===== src/rtl/apb_ram_pkg.sv =====
// Shared types and elaboration-time helpers for the APB RAM completer.
// Width helpers stay valid for degenerate sizes such as one byte lane or DEPTH=1.
package apb_ram_pkg;

  typedef enum logic [0:0] {
    IDLE   = 1'b0,
    ACCESS = 1'b1
  } apb_state_e;

  // A $clog2 that never returns 0, so it can size a vector.
  function automatic int clog2_safe(input int n);
    return (n <= 1) ? 1 : $clog2(n);
  endfunction

  function automatic int bytes_of(input int data_width);
    return data_width / 8;
  endfunction

  // Number of paddr bits that select a byte within one word.
  function automatic int offset_bits(input int data_width);
    return (data_width <= 8) ? 0 : $clog2(data_width / 8);
  endfunction

endpackage


===== src/rtl/apb_ram_bytemem.sv =====
// DEPTH x DATA_WIDTH storage with per-byte write enables and a registered read port.
// Contents are never reset; only the read register can be cleared.
module apb_ram_bytemem
  import apb_ram_pkg::*;
#(
  parameter int DATA_WIDTH = 32,
  parameter int DEPTH      = 64,
  parameter int IDX_W      = 6
) (
  input  logic                      clk,
  input  logic [DATA_WIDTH/8-1:0]   be,
  input  logic [IDX_W-1:0]          waddr,
  input  logic [DATA_WIDTH-1:0]     wdata,
  input  logic                      re,
  input  logic                      clr,
  input  logic [IDX_W-1:0]          raddr,
  output logic [DATA_WIDTH-1:0]     rdata
);

  localparam int BYTES = bytes_of(DATA_WIDTH);

  logic [DATA_WIDTH-1:0] mem [DEPTH];

  always_ff @(posedge clk) begin
    for (int b = 0; b < BYTES; b++) begin
      if (be[b]) begin
        mem[waddr][8*b +: 8] <= wdata[8*b +: 8];
      end
    end
  end

  // clr wins over re so a bad read address returns zero instead of stale data.
  always_ff @(posedge clk) begin
    if (clr) begin
      rdata <= '0;
    end else if (re) begin
      rdata <= mem[raddr];
    end
  end

endmodule


===== src/rtl/apb_ram_slave.sv =====
// APB4 completer in front of a byte-strobed RAM: FSM, wait counter, address decode
// and error response. Storage lives in apb_ram_bytemem.
module apb_ram_slave
  import apb_ram_pkg::*;
#(
  parameter int ADDR_WIDTH  = 32,
  parameter int DATA_WIDTH  = 32,
  parameter int DEPTH       = 64,
  parameter int WAIT_STATES = 0
) (
  input  logic                      pclk,
  input  logic                      preset,
  input  logic                      psel,
  input  logic                      penable,
  input  logic                      pwrite,
  input  logic [ADDR_WIDTH-1:0]     paddr,
  input  logic [DATA_WIDTH-1:0]     pwdata,
  input  logic [DATA_WIDTH/8-1:0]   pstrb,
  output logic [DATA_WIDTH-1:0]     prdata,
  output logic                      pready,
  output logic                      pslverr
);

  localparam int BYTES = bytes_of(DATA_WIDTH);
  localparam int OFF_W = offset_bits(DATA_WIDTH);
  localparam int IDX_W = clog2_safe(DEPTH);

  apb_state_e            state;
  logic [3:0]            wait_cnt;
  logic                  err_q;
  logic                  write_q;
  logic [IDX_W-1:0]      idx_q;

  logic [ADDR_WIDTH-1:0] word_addr;
  logic                  misaligned;
  logic                  out_of_range;
  logic                  err_d;
  logic [IDX_W-1:0]      idx_d;
  logic                  setup;
  logic                  commit;
  logic [BYTES-1:0]      mem_be;
  logic                  mem_re;
  logic                  mem_clr;

  // Handshake: a transfer starts with a setup cycle (psel=1, penable=0) seen in IDLE,
  // then completes at the first edge of the access phase where psel, penable and pready
  // are all high; psel falling in ACCESS abandons it with no side effects.
  assign word_addr    = paddr >> OFF_W;
  assign misaligned   = (paddr & ADDR_WIDTH'(BYTES - 1)) != '0;
  assign out_of_range = 64'(word_addr) >= 64'(DEPTH);
  assign err_d        = misaligned | out_of_range;
  assign idx_d        = word_addr[IDX_W-1:0];

  assign setup   = (state == IDLE) && psel && !penable;
  assign pready  = (state == ACCESS) && (wait_cnt == 4'd0);
  assign pslverr = pready && err_q;
  assign commit  = (state == ACCESS) && psel && penable && pready
                   && write_q && !err_q && !preset;

  assign mem_be  = commit ? pstrb : '0;
  assign mem_re  = setup && !pwrite && !err_d && !preset;
  assign mem_clr = preset || (setup && !pwrite && err_d);

  always_ff @(posedge pclk) begin
    if (preset) begin
      state    <= IDLE;
      wait_cnt <= 4'd0;
      err_q    <= 1'b0;
      write_q  <= 1'b0;
      idx_q    <= '0;
    end else begin
      case (state)
        IDLE: begin
          if (setup) begin
            state    <= ACCESS;
            wait_cnt <= 4'(WAIT_STATES);
            err_q    <= err_d;
            write_q  <= pwrite;
            idx_q    <= idx_d;
          end
        end
        ACCESS: begin
          if (!psel || pready) begin
            state <= IDLE;
          end else if (penable && (wait_cnt != 4'd0)) begin
            wait_cnt <= wait_cnt - 4'd1;
          end
        end
      endcase
    end
  end

  apb_ram_bytemem #(
    .DATA_WIDTH (DATA_WIDTH),
    .DEPTH      (DEPTH),
    .IDX_W      (IDX_W)
  ) u_mem (
    .clk   (pclk),
    .be    (mem_be),
    .waddr (idx_q),
    .wdata (pwdata),
    .re    (mem_re),
    .clr   (mem_clr),
    .raddr (idx_d),
    .rdata (prdata)
  );

endmodule


===== config.mk =====
export PLATFORM = sky130hd
export DESIGN_NAME = apb_ram_slave
export DESIGN_NICKNAME = d
export VERILOG_FILES = /design/src/rtl/apb_ram_pkg.sv /design/src/rtl/apb_ram_bytemem.sv /design/src/rtl/apb_ram_slave.sv
export SDC_FILE = /design/constraint.sdc
export NUM_CORES = 2
export LEC_CHECK = 0
export ABC_CLOCK_PERIOD_IN_PS = 2700
export CAP_MARGIN = 30
export CORE_ASPECT_RATIO = 0.6
export CORE_MARGIN = 2
export CORE_UTILIZATION = 28
export DETAILED_ROUTE_END_ITERATION = 12
export DONT_BUFFER_PORTS = 1
export PLACE_DENSITY = 0.49
export SLEW_MARGIN = 30
export SYNTH_ARGS = -nofsm -noshare
export SYNTH_HDL_FRONTEND = slang
export SYNTH_SLANG_ARGS = --single-unit
export TNS_END_PERCENT = 5

===== constraint.sdc =====
create_clock -name pclk -period 2.7 [get_ports pclk]
set_clock_uncertainty 0.15 [all_clocks]
set_input_delay 0.54 -clock pclk [delete_from_list [all_inputs] [get_ports pclk]]
set_output_delay 0.54 -clock pclk [all_outputs]
set_load 0.01 [all_outputs]

==> results.toml <==
[setup_path]
cp_num_buf_inv = 2
start_kind = "flop"
max_stage_delay_ps = 580
critPathCaptureType = "flop"
arrival_ps = 3090
worstPathRequired_ps = 3060
critical-path-top-delay-family = "simple AND/OR/NAND/NOR gates"
cp_cell_sequence = "nor3b_1 -> buf_4 -> nand2_1 -> nor2_1 -> buf_4"
crit_path_top_delay_cell = "nand2_1"
crit_fanout = 9
r2r_slack_ps = -30
path_common_cell = "buf_4"
path_class = "flop to flop"

[timing]
worst_pin_slew_ps = 943
slew-limit-headroom_pct = 37.0
rsz0062_at_grt = "yes"
post-route-period-util_pct = 101
finalWorstSetupSlack_ps = -33.1
hold_ws_ps = 22.4
setup_tns_ps = -176
fin_crit_ps = 2730
setup_viol = 13
slew_violations = 0
timing.fmax_mhz = 366
finalHoldViolCount = 0

[clock_tree]
clk_pin_slew_ps = 70
cts_buffers = 184
cts-htree-levels = 4
clk_latency_ps = 840
cts_tree = "built"
cts_root_buf = "clkbuf_16"
cts_buffer_depth = 4
cts_sinks = 2093

[floorplanning]
die_area_mm2 = 0.292
rows = 152
initial_core_util_pct = 28.2
fp.dieW_um = 696
core-area_mm2 = 0.286
io-pin-count = 107
die_y_um = 419

[routing]
dr.pass1.iters = 6
wl_met1_mm = 119
drc_errors = 0
detail_route.wl_per_cell_um = 29.7
first_iter_violations = 6035
wl_met3_mm = 27.1
viasPerCell = 5.03
ant_nets = 0
top_layer_used = "met5"
route.met2.wl_mm = 101
totalWireLength_mm = 251
vias = 42500

[cells_and_area]
stdcell_area_mm2 = 0.0958
fillCellCount = 26900
layout.nets = 4521
layout-drive-gt1-share_pct = 26.5
finalNonFillerCells = 8446
area_growth_pct = 19.1
final_util_pct = 33.5
layout_commonest_cell = "edfxtp_1"
final_cell_mix = "edfxtp_1, buf_4, mux4_2"

[synth]
synth_top_area_share_pct = 76.4
synthArstFlopShare_pct = 0
netlist_instances = 3957
ys.flop_type = "edfxtp_1"
synth-seq-cells = 2093
yosys.area.top_type = "edfxtp_1"
yosys_warnings = 0
avgSynthCellArea_um2 = 20.3
synth_top_cells_by_area = "edfxtp_1, mux4_2, mux2i_1"
synth_cell_types = 46
synth-seq-area-share_pct = 77.5
netlist_area_mm2 = 0.0805
synth_edf_count = 2048
synth_fp_nets = 4031

[placement]
portBuffers = 0
dpl-instance-area_mm2 = 0.0880
dp_cells = 8014
gp_congestion = 0.848
dp_hpwl_mm = 154
dp_slack_ps = -2290

[global_routing]
overflow = 0
antenna_found_initial = 19
track_usage_pct = 16.6
grt_max_degree = 642
grt_pass1_wl_mm = 340
grt_pass1_vias = 41100

[outcome]
violations = "setup timing"
outcome = "finished, violations left"

[power]
vdd_drop_max_v = 0.000607
powerDensity_mw_per_mm2 = 683
p_leak_nw = 30.5
total_power_mw = 65.5

[run]
maxCapViolations = 0

[min_path]
hold_class = "input pin to flop"
==> registers in the layout (all words and copies together) (netlist names) <==
name         cells
write_q          1
u_mem.rdata     32
idx_q            6
wait_cnt         4
state            1
u_mem.mem     2048
err_q            1
==> worst register-to-register path, delay by kind of cell (launching register included) <==
family                 cells  cell delay [ps]
and+or+nand+nor            3             1320
buffers and inverters      2              500
DFF                        1              450
==> Yosys cell counts, types with 2 or more instances <==
cell and n:
mux2_2 32, buf_6 18, nand4bb_1 3, edfxtp_1 2048
nor4_1 7, o22ai_1 128, nor3_1 7, clkbuf_1 83
dfxtp_1 45, nand3_1 33, nor3_2 2, a32oi_1 8
or4_1 32, inv_1 4, buf_4 15, a22o_1 24
a22oi_1 160, a21oi_1 57, nand2b_1 2, mux4_2 384
nand2_1 102, buf_1 17, and3_1 3, nor2b_1 3
nor3b_1 9, and3b_1 4, o21ai_1 43, o21ai_0 13
xnor2_1 3, nand4b_1 4, clkbuf_2 2, nor4_2 3
nor2_1 275, buf_2 105, nand4_1 2, nand3b_1 2
mux2i_1 264, and2_1 3
==> what timing repair did <==
action	4_1_cts	5_1_grt
gates cloned	6	5
hold buffers	79	0
gates resized for setup	8	11
setup endpoints to repair	33	65
setup buffers	1	0
endpoints found under the hold margin	2075	0
==> power breakdown <==
part	internal, mW	switching (mW)
combinational	1.19	1.88
clock	14.7	12.1
sequential	35.6	0.0148
==> cells by family after synthesis <==
logic type | count (synthesis) | synth area share [%]
fa+ha+maj | 1 | 0.0155
compound gates | 433 | 3.54
mux | 680 | 14.5
xor+xnor | 3 | 0.0327
flops | 2093 | 77.5
simple gates | 502 | 2.84
buf+inv | 245 | 1.55
==> area by class of cell <==
class                           instances  area (um2)  share of cell area, %
Antenna cell                            4        10.0                 0.0104
Timing Repair Buffer                  544        5730                   5.98
Inverter                                5        18.8                 0.0196
Clock inverter                         93         913                  0.953
Clock buffer                          238        4980                   5.20
Multi-Input combinational cell       1619       17000                   17.7
Sequential cell                      2093       62400                   65.1
Tap cell                             3850        4820                   5.03
==> routing by layer <==
metal  track usage, %  vias to the layer above
met5                0                        -
met4             2.79                        4
met3             5.08                      262
met2             22.4                     2008
met1             26.3                    22900
li1                 -                    17300
==> final timing paths <==
kind,from,endpoint,cells after the start
setup / recovery,idx_q[0],u_mem.mem[57][13],5
hold / removal,paddr[27],err_q,4
setup reg to reg,idx_q[0],u_mem.mem[57][13],5
hold reg to reg,write_q,write_q,2
(Power assumes the default switching activity.)
